File: src/rtl/closest_hit_select.sv
// closest_hit_select
// -----------------------------------------------------------------------------
// Reduces a stream of per-object ray-intersection results to one nearest valid
// hit per pixel. Each ray arrives as NUM_OBJS beats, one per object. Beat k
// carries object k. The block keeps the smallest t that counts as a hit and
// emits it, with the object index and the pixel coordinates taken from beat 0,
// one cycle after the last beat of the ray is accepted.
//
// A beat counts as a hit when all of these hold:
//   - undef is clear
//   - t is a positive, finite float
//   - t is strictly greater than MIN_T
// Positive IEEE-754 singles order the same way as their integer magnitudes, so
// every comparison is an unsigned compare on t[30:0].
//
// Ports
//   aclk, areset            clock, asynchronous active-high reset
//   s_axis_t_tdata          intersection distance t for the current object
//   s_axis_undef_tdata      1 = this object was not intersected
//   s_axis_hcount_tdata     pixel hcount (used from beat 0 only)
//   s_axis_vcount_tdata     pixel vcount (used from beat 0 only)
//   s_axis_tvalid/tready    input beat handshake
//   m_axis_t_tdata          nearest valid t (0 when there is no hit)
//   m_axis_obj_tdata        index of the nearest object (0 when there is no hit)
//   m_axis_hit_tdata        1 = at least one valid hit
//   m_axis_hcount_tdata     pixel hcount of this ray
//   m_axis_vcount_tdata     pixel vcount of this ray
//   m_axis_tvalid/tready    result handshake (single register stage)
// -----------------------------------------------------------------------------
module closest_hit_select #(
  parameter int              SIZE     = 32,
  parameter int              NUM_OBJS = 11,
  parameter int              IDX_W    = (NUM_OBJS > 1) ? $clog2(NUM_OBJS) : 1,
  parameter logic [SIZE-1:0] MIN_T    = 32'h3A83126F
) (
  input  logic             aclk,
  input  logic             areset,
  input  logic [SIZE-1:0]  s_axis_t_tdata,
  input  logic             s_axis_undef_tdata,
  input  logic [10:0]      s_axis_hcount_tdata,
  input  logic [9:0]       s_axis_vcount_tdata,
  input  logic             s_axis_tvalid,
  output logic             s_axis_tready,
  output logic [SIZE-1:0]  m_axis_t_tdata,
  output logic [IDX_W-1:0] m_axis_obj_tdata,
  output logic             m_axis_hit_tdata,
  output logic [10:0]      m_axis_hcount_tdata,
  output logic [9:0]       m_axis_vcount_tdata,
  output logic             m_axis_tvalid,
  input  logic             m_axis_tready
);

  localparam logic [IDX_W-1:0] LAST_IDX = IDX_W'(NUM_OBJS - 1);
  localparam logic [30:0]      MIN_MAG  = MIN_T[30:0];

  // Beat counter and running minimum for the ray in progress
  logic [IDX_W-1:0] count;
  logic             acc_hit;
  logic [SIZE-1:0]  acc_t;
  logic [IDX_W-1:0] acc_idx;
  logic [10:0]      acc_hcount;
  logic [9:0]       acc_vcount;

  logic             beat_accept;
  logic             first_beat;
  logic             last_beat;
  logic             valid_hit;

  // Accumulator state once the current beat has been folded in
  logic             nxt_hit;
  logic [SIZE-1:0]  nxt_t;
  logic [IDX_W-1:0] nxt_idx;
  logic [10:0]      ray_hcount;
  logic [9:0]       ray_vcount;

  // A single stall rule applies to every beat. Input is taken whenever the
  // output register is empty or is being drained in this cycle.
  assign s_axis_tready = ~m_axis_tvalid | m_axis_tready;
  assign beat_accept   = s_axis_tvalid & s_axis_tready;
  assign first_beat    = (count == '0);
  assign last_beat     = (count == LAST_IDX);

  // Sign, exponent and magnitude tests together reject negatives, Inf, NaN,
  // zero and anything at or below the near plane.
  assign valid_hit = ~s_axis_undef_tdata
                   & ~s_axis_t_tdata[31]
                   & (s_axis_t_tdata[30:23] != 8'hFF)
                   & (s_axis_t_tdata[30:0] > MIN_MAG);

  // When NUM_OBJS is 1, the first beat is also the last. The coordinates must
  // then bypass the accumulator.
  assign ray_hcount = first_beat ? s_axis_hcount_tdata : acc_hcount;
  assign ray_vcount = first_beat ? s_axis_vcount_tdata : acc_vcount;

  // NOTE: every output of this block is given a default before the branches.
  // A path that leaves a signal unassigned would infer a latch.
  always_comb begin
    nxt_hit = acc_hit;
    nxt_t   = acc_t;
    nxt_idx = acc_idx;
    if (first_beat) begin
      nxt_hit = valid_hit;
      nxt_t   = valid_hit ? s_axis_t_tdata : '0;
      nxt_idx = '0;
    end else if (valid_hit && (!acc_hit || (s_axis_t_tdata[30:0] < acc_t[30:0]))) begin
      // A strictly-less compare keeps the lower index when two t values tie.
      nxt_hit = 1'b1;
      nxt_t   = s_axis_t_tdata;
      nxt_idx = count;
    end
  end

  // NOTE: sequential state uses non-blocking assignments only. Every process
  // then sees the pre-edge values, whatever order the blocks run in.
  always_ff @(posedge aclk or posedge areset) begin
    if (areset) begin
      count      <= '0;
      acc_hit    <= 1'b0;
      acc_t      <= '0;
      acc_idx    <= '0;
      acc_hcount <= '0;
      acc_vcount <= '0;
    end else if (beat_accept) begin
      count   <= last_beat ? '0 : count + IDX_W'(1);
      acc_hit <= nxt_hit;
      acc_t   <= nxt_t;
      acc_idx <= nxt_idx;
      if (first_beat) begin
        acc_hcount <= s_axis_hcount_tdata;
        acc_vcount <= s_axis_vcount_tdata;
      end
    end
  end

  // Output register. Loading a new result takes priority over clearing valid.
  // When the last beat arrives in the same cycle as a downstream handshake,
  // the new result replaces the old one with nothing lost or repeated.
  always_ff @(posedge aclk or posedge areset) begin
    if (areset) begin
      m_axis_t_tdata      <= '0;
      m_axis_obj_tdata    <= '0;
      m_axis_hit_tdata    <= 1'b0;
      m_axis_hcount_tdata <= '0;
      m_axis_vcount_tdata <= '0;
      m_axis_tvalid       <= 1'b0;
    end else if (beat_accept && last_beat) begin
      m_axis_t_tdata      <= nxt_t;
      m_axis_obj_tdata    <= nxt_idx;
      m_axis_hit_tdata    <= nxt_hit;
      m_axis_hcount_tdata <= ray_hcount;
      m_axis_vcount_tdata <= ray_vcount;
      m_axis_tvalid       <= 1'b1;
    end else if (m_axis_tready) begin
      m_axis_tvalid       <= 1'b0;
    end
  end

endmodule

File: config.mk
export PLATFORM = sky130hd
export DESIGN_NAME = closest_hit_select
export DESIGN_NICKNAME = d
export VERILOG_FILES = /design/src/rtl/closest_hit_select.sv
export SDC_FILE = /design/constraint.sdc
export NUM_CORES = 1
export LEC_CHECK = 0
export ABC_CLOCK_PERIOD_IN_PS = 3720
export BUFFER_PORTS_ARGS = -buffer_cell sky130_fd_sc_hd__buf_2
export CORE_MARGIN = 2
export CORE_UTILIZATION = 45
export DETAILED_ROUTE_END_ITERATION = 8
export PLACE_DENSITY_LB_ADDON = 0.15
export SETUP_SLACK_MARGIN = 0.2
export SYNTH_ARGS = -nofsm -noshare
export SYNTH_HDL_FRONTEND = slang
export SYNTH_SLANG_ARGS = --single-unit
File: constraint.sdc
create_clock -name aclk -period 3.72 [get_ports aclk]
set_input_delay 0.186 -clock aclk [delete_from_list [all_inputs] [get_ports aclk]]
set_output_delay 0.186 -clock aclk [all_outputs]
set_load 0.01 [all_outputs]
==> run summary, run 1 <==
=================================================================================
Status ............................................................. finished, final reports clean
Clock tree from TritonCTS ..........................................        built
Total global-route track usage .....................................        21.2%
Yosys warning total ................................................            0
Synth Net Count ....................................................          675
Critical Path, Cell by Cell ........................................ or4_2, and3_1, a211oi_4, and2_0, buf_4, a22o_1
Minimum setup slack among reg-to-reg paths .........................      0.43 ns
Starting density of the core .......................................        46.4%
Proportion of layout cells with a drive suffix above 1 .............        25.2%
Flip-flop and latch count after synthesis ..........................          121
Total of endpoints with negative setup slack in the final report ...            0
Area of all sequential standard cells ..............................  0.00303 mm²
H-tree Lvls ........................................................            4
CTS Root Buffer Type ............................................... sky130_fd_sc_hd__clkbuf_16
DRC marker count from the first detailed-route iteration ...........          249
Achievable clock frequency .........................................      304 MHz
Critical Path Max Stage Delay ......................................      0.93 ns
Slew at the pin closest to its max-slew limit ......................     0.954 ns
Global-route wire length before repair .............................     23800 µm
Placed wire-length estimate ........................................      9450 µm
Area added between synthesis and finish ............................        21.2%
Proportion of synthesized chip area in sequential cells ............        51.6%
Launch point of the worst reg-to-reg path ..........................     count[1]
Hold Path Depth ....................................................            2
Clk Latency, worst-skew pair .......................................      0.41 ns
Category of the critical setup timing path ......................... register to register
Number of max-cap violations .......................................            0
Routed wire length per instance ....................................      16.1 µm
Critical Path Start Type ...........................................     register
Number of global-route vias before repair ..........................         4810
Skew final .........................................................   0.00703 ns
Power Dens Cells ...................................................   842 mW/mm²
Count of standard-cell rows ........................................           41
Hold-critical path endpoint ........................................ acc_hcount[4]
Via total after detailed routing ...................................         4835
Max Transition Viols Final .........................................            0
Hold slack final ...................................................    0.0215 ns
Ports ..............................................................          118
Via count normalized by instance count .............................         5.51
Number of buffers between clock root and the deepest sink ..........            2
Crit Reg-Reg Endpoint ..............................................    acc_t[18]
Die Span Y .........................................................       118 µm
Number of detailed-routing iterations run before antenna repair ....            4
Final net count ....................................................          783
Max_slew headroom ..................................................        36.2%
Placer's final routability congestion estimate .....................        0.852
Fraction of the cycle the final worst path needs ...................        88.5%
Worst EP arrival ...................................................      3.63 ns
Setup repair after global routing missed its margin ................           no
Launch point of the worst hold path ................................ s_axis_hcount_tdata[4]
Leakage power ......................................................      3.33 nW
Crit path time final ...............................................      3.29 ns
Post-synthesis cell count ..........................................          587
Overflow left after global routing .................................            0
Leading cell types in the layout, fill and taps excluded ........... sky130_fd_sc_hd__dfrtp_1 (121), sky130_fd_sc_hd__buf_2 (117), sky130_fd_sc_hd__nand2_1 (72)
Die Span X .........................................................       118 µm
Post-Synthesis Mean Instance Area ..................................     10.0 µm²
Register clock-pin slew on the reported worst setup and hold paths .      0.05 ns
DRC ................................................................            0
Cts bufs inserted ..................................................           17
Total power ........................................................      5.99 mW
Largest net degree at the start of global routing ..................           94
Final antenna-violating net count ..................................            0
Maximum fanout count along the critical path .......................           19
Yosys cell types ...................................................           41
Placeable core region ..............................................   0.0127 mm²
CTS sink cnt .......................................................          121
Maximum vdd ir drop ................................................       346 µV
Initial antenna violation count ....................................            0
Fillers ............................................................         1161
Area enclosed by the die boundary ..................................   0.0140 mm²
Cell type of the slowest stage on the worst timing path ............ sky130_fd_sc_hd__or4_2
N_diodes ...........................................................            0
Depth of the most critical reg-to-reg path .........................            6
Number of buffers inserted by port buffering .......................          117
Combined area of all synthesized cells .............................  0.00587 mm²
Element type at the critical path end ..............................     register
Final count of hold timing violations ..............................            0
Min-Delay Path Class ............................................... input pin to register
Most common cell after layout, fill and taps aside ................. sky130_fd_sc_hd__dfrtp_1
Total detailed-routing wirelength ..................................     14100 µm
Post-Route Setup TNS ...............................................         0 ns
Area used by multi-input combinational logic .......................  0.00255 mm²
Post-CTS setup buffers .............................................            0
CP bufs+invs .......................................................            1
Family with the most delay on the worst path ....................... simple AND/OR/NAND/NOR gates
Data required time at the worst endpoint ...........................      4.06 ns
=================================================================================
==> how the worst max path moves through the flow <==
stage	startpoint	to	slack, ns	depth (start not counted)
finish	count[1]	acc_t[18]	0.43	6
global route	count[1]	acc_t[5]	0.29	6
CTS	acc_t[2]	acc_idx[0]	0.31	9
detailed placement	acc_t[2]	acc_idx[0]	0.33	9
global placement	acc_t[2]	acc_idx[0]	0.42	9
floorplan	areset	acc_hcount[0]	0.32	1
==> sequential cells by signal, indices dropped and copies added (netlist names) <==
register,cells
acc_t,32
m_axis_t_tdata,32
acc_hcount,11
m_axis_hcount_tdata,11
acc_vcount,10
m_axis_vcount_tdata,10
acc_idx,4
count,4
m_axis_obj_tdata,4
acc_hit,1
m_axis_hit_tdata,1
m_axis_tvalid,1
==> stage by stage <==
stage	cell area (µm²)	worst slack [ns]	util, %	cells
floorplan	5870	0.320	-	587
global placement	6590	0.416	52.0	847
detailed placement	6590	0.329	52.0	847
CTS	7110	0.314	56.1	878
global route	7120	0.293	56.2	878
finish	7120	0.427	56.2	878
==> synth_stat cells (all sizes together) <==
cell / n / area, µm²
dfrtp: 121 / 3030
nand2: 72 / 270
nor2: 62 / 233
a21oi: 49 / 245
a22o: 34 / 298
inv: 34 / 128
a32oi: 31 / 272
ha: 30 / 375
clkbuf: 28 / 105
a31oi: 23 / 144
mux2: 21 / 236
o21ai: 17 / 85.1
buf: 11 / 80.1
nand4: 7 / 43.8
nand3: 5 / 25.0
a211oi: 4 / 35.0
and2: 4 / 25.0
nor3: 4 / 20.0
nor2b: 3 / 18.8
nor4: 3 / 18.8
or4: 3 / 22.5
a21o: 2 / 15.0
a311o: 2 / 20.0
and3: 2 / 12.5
nand2b: 2 / 12.5
a21boi: 1 / 7.51
a221o: 1 / 10.0
a221oi: 1 / 8.76
a22oi: 1 / 7.51
nand3b: 1 / 7.51
nor3b: 1 / 7.51
o2111ai: 1 / 8.76
o211ai: 1 / 7.51
o2bb2ai: 1 / 8.76
o31ai: 1 / 7.51
o41ai: 1 / 8.76
or3: 1 / 6.26
xnor2: 1 / 8.76
==> layer usage <==
layer / global-route usage, % / up-vias / part of all wire (%)
li1: - / 2343 / -
met1: 27.0 / 2347 / 45
met2: 33.7 / 120 / 47
met3: 6.52 / 25 / 5.6
met4: 8.51 / 0 / 2.5
met5: 0 / - / 0
==> timing repair <==
item | 4_1_cts | 5_1_grt
endpoints found under the hold margin | 44 | 0
resized for setup | 0 | 1
setup endpoints to repair | 0 | 35
hold buffers | 1 | 0
==> report_power, final <==
part	total, mW	switching (mW)	internal, mW
Combinational	2.19	1.19	0.999
Sequential	2.35	0.391	1.96
Clock	1.45	0.539	0.910
==> logic make-up (layout without fill, tap and decap cells) <==
logic type / Yosys count / after routing / synth area share (%)
AO/OA/AOI/OAI: 171 / 171 / 20.2
AND/OR/NAND/NOR: 170 / 170 / 12.3
flip-flops: 121 / 121 / 51.6
buffers and inverters: 73 / 192 / 5.33
adder cells (fa/ha/maj): 30 / 30 / 6.39
multiplexers: 21 / 21 / 4.03
XOR/XNOR: 1 / 1 / 0.149
==> area by class of cell <==
| cell class | instances | share of cell area, % |
|---|---|---|
| clock buffer | 27 | 7.07 |
| clock inverter | 3 | 0.211 |
| inverter | 34 | 1.83 |
| multi-input combinational | 393 | 35.9 |
| sequential | 121 | 42.6 |
| tap | 172 | 3.02 |
| timing repair buffer | 128 | 9.43 |
Note: power is estimated with default switching activity, not from simulation.
==> inputs of run 2 (changes only) <==
Settings changed: CELL_PAD_IN_SITES_DETAIL_PLACEMENT from default to 1, CELL_PAD_IN_SITES_GLOBAL_PLACEMENT from default to 2, CORE_UTILIZATION 45 to 34.
==> run summary, run 2 (synthesized netlist as in run 1, its figures left out) <==
=================================================================================
Status ............................................................. finished, final reports clean   unchanged
Most common cell after layout, fill and taps aside ................. sky130_fd_sc_hd__dfrtp_1   unchanged
Total power ........................................................      6.28 mW   was 5.99 mW
Starting density of the core .......................................        34.3%   was 46.4%
Total of endpoints with negative setup slack in the final report ...            0   unchanged
Max Transition Viols Final .........................................            0   unchanged
Crit path time final ...............................................      2.88 ns   was 3.29 ns
Post-Route Setup TNS ...............................................         0 ns   unchanged
Achievable clock frequency .........................................      347 MHz   was 304 MHz
Die Span X .........................................................       135 µm   was 118 µm
Proportion of layout cells with a drive suffix above 1 .............        26.0%   was 25.2%
Die Span Y .........................................................       135 µm   was 118 µm
Maximum fanout count along the critical path .......................           36   was 19
Ports ..............................................................          118   unchanged
Placer's final routability congestion estimate .....................        0.794   was 0.852
Critical Path Start Type ...........................................     register   unchanged
Number of buffers between clock root and the deepest sink ..........            2   unchanged
Via count normalized by instance count .............................         5.29   was 5.51
Placeable core region ..............................................   0.0171 mm²   was 0.0127 mm²
Initial antenna violation count ....................................            0   unchanged
Final net count ....................................................          784   was 783
Fraction of the cycle the final worst path needs ...................        77.5%   was 88.5%
Critical Path Max Stage Delay ......................................      0.63 ns   was 0.93 ns
Number of max-cap violations .......................................            0   unchanged
Element type at the critical path end ..............................     register   unchanged
Leading cell types in the layout, fill and taps excluded ........... sky130_fd_sc_hd__dfrtp_1 (121), sky130_fd_sc_hd__buf_2 (117), sky130_fd_sc_hd__nand2_1 (72)   unchanged
Critical Path, Cell by Cell ........................................ inv_1, ha_1, nand2_1, o21ai_0, a21oi_1, o41ai_1, buf_4, a311o_1, a21o_2, a22o_1   was or4_2, and3_1, a211oi_4, and2_0, buf_4, a22o_1
Placed wire-length estimate ........................................     11300 µm   was 9450 µm
Power Dens Cells ...................................................   866 mW/mm²   was 842 mW/mm²
Number of buffers inserted by port buffering .......................          117   unchanged
Total detailed-routing wirelength ..................................     16900 µm   was 14100 µm
DRC ................................................................            0   unchanged
Dpl cell area ......................................................  0.00666 mm²   was 0.00659 mm²
Slew at the pin closest to its max-slew limit ......................      1.06 ns   was 0.954 ns
Via total after detailed routing ...................................         4941   was 4835
Non-filler instance count after layout .............................          934   was 878
Register clock-pin slew on the reported worst setup and hold paths .      0.05 ns   about the same
Final antenna-violating net count ..................................            0   unchanged
Minimum setup slack among reg-to-reg paths .........................      0.84 ns   was 0.43 ns
Cell type of the slowest stage on the worst timing path ............ sky130_fd_sc_hd__a21o_2   was sky130_fd_sc_hd__or4_2
Layout Cell Area excl Fill .........................................  0.00726 mm²   was 0.00712 mm²
Data required time at the worst endpoint ...........................      4.08 ns   was 4.06 ns
Overflow left after global routing .................................            0   unchanged
Global-route wire length before repair .............................     27800 µm   was 23800 µm
Final count of hold timing violations ..............................            0   unchanged
DRC marker count from the first detailed-route iteration ...........          204   was 249
Hold Path Depth ....................................................            2   unchanged
Maximum vdd ir drop ................................................       395 µV   was 346 µV
Leakage power ......................................................      3.37 nW   was 3.33 nW
N_diodes ...........................................................            0   unchanged
CTS sink cnt .......................................................          121   unchanged
Count of standard-cell rows ........................................           48   was 41
Hold-critical path endpoint ........................................ acc_vcount[5]   was acc_hcount[4]
Crit Reg-Reg Endpoint ..............................................   acc_idx[0]   was acc_t[18]
Depth of the most critical reg-to-reg path .........................           10   was 6
Skew final .........................................................   0.00990 ns   was 0.00703 ns
Min-Delay Path Class ............................................... input pin to register   unchanged
Largest net degree at the start of global routing ..................           85   was 94
Worst EP arrival ...................................................      3.24 ns   was 3.63 ns
Cts bufs inserted ..................................................           17   unchanged
Total global-route track usage .....................................        19.4%   was 21.2%
Max_slew headroom ..................................................        29.3%   was 36.2%
Largest registers .................................................. acc_t: 32 flops, m_axis_t_tdata: 32 flops   unchanged
Clk Latency, worst-skew pair .......................................      0.42 ns   was 0.41 ns
Area enclosed by the die boundary ..................................   0.0183 mm²   was 0.0140 mm²
Setup repair after global routing missed its margin ................           no   unchanged
Inst Count DP ......................................................          901   was 847
Launch point of the worst reg-to-reg path ..........................     acc_t[2]   was count[1]
H-tree Lvls ........................................................            4   unchanged
Clock tree from TritonCTS ..........................................        built   unchanged
Launch point of the worst hold path ................................ s_axis_vcount_tdata[5]   was s_axis_hcount_tdata[4]
Category of the critical setup timing path ......................... register to register   unchanged
Area added between synthesis and finish ............................        23.5%   was 21.2%
Number of global-route vias before repair ..........................         5296   was 4810
CTS Root Buffer Type ............................................... sky130_fd_sc_hd__clkbuf_16   unchanged
Routed wire length per instance ....................................      18.1 µm   was 16.1 µm
Number of detailed-routing iterations run before antenna repair ....            5   was 4
=================================================================================
[run 2: changes by cell type in the layout (fill, tap and decap cells not counted)]
cell	delta
sky130_fd_sc_hd__clkbuf_1	-3
sky130_fd_sc_hd__bufinv_16	+2
sky130_fd_sc_hd__clkinv_2	+2
sky130_fd_sc_hd__buf_4	+1
sky130_fd_sc_hd__clkinvlp_4	+1
[run 2: worst max path at each step]
stage / from / endpoint / slack (ns) / cells past startpoint
after floorplan: areset / acc_hcount[0] / 0.32 / 1
after global placement: acc_t[2] / acc_idx[3] / 0.48 / 10
after detailed placement: s_axis_t_tdata[11] / acc_idx[3] / 0.38 / 8
after CTS: acc_t[2] / acc_idx[0] / 0.32 / 10
after global routing: acc_t[2] / acc_idx[3] / 0.54 / 10
final: acc_t[2] / acc_idx[0] / 0.84 / 10
[run 2: critical path, delay by kind of cell, from the launching register on]
kind	cells	cell delay, ns
compound gates	6	1.84
flops	1	0.37
buf+inv	2	0.27
simple gates	1	0.05
fa+ha+maj	1	0.29
[run 2: power by group]
part	switching, mW	total, mW	internal [mW]
registers	0.438	2.39	1.96
logic	1.24	2.24	1.00
clock network	0.601	1.65	1.05
total	2.28	6.28	4.01
[run 2: final cells by class]
class,count,area (µm²)
clock buffers,24,492
fillers,1982,9860
repair buffers,129,678
inverters,34,130
clock inverters,8,92.6
multi-input cells,393,2550
flip-flops and latches,121,3030
well taps,225,282
[run 2: what timing repair did]
action | in CTS | in global routing
hold endpoints to repair | 1 | 0
buffers inserted | 0 | 0
endpoints found under the setup margin | 0 | 36
hold buffers | 1 | 0
gates resized for setup | 0 | 1
[run 2: routing by layer]
| metal | routed length [µm] | up-vias | global-route usage [%] |
|---|---|---|---|
| met3 | 922 | 13 | 5.54 |
| met5 | 0 | - | 0 |
| met4 | 169 | 0 | 5.03 |
| met2 | 8380 | 127 | 33.3 |
| met1 | 7400 | 2464 | 24.2 |
| li1 | - | 2337 | - |
[run 2: metrics by stage]
step	worst slack [ns]	hold WS (ns)	utilization, %
after global placement	0.478	0.433	38.9
after global routing	0.542	0.0119	42.4
after floorplan	0.320	0.326	-
after CTS	0.321	0.000996	42.4
after detailed placement	0.382	0.439	38.9
final	0.836	0.0107	42.4
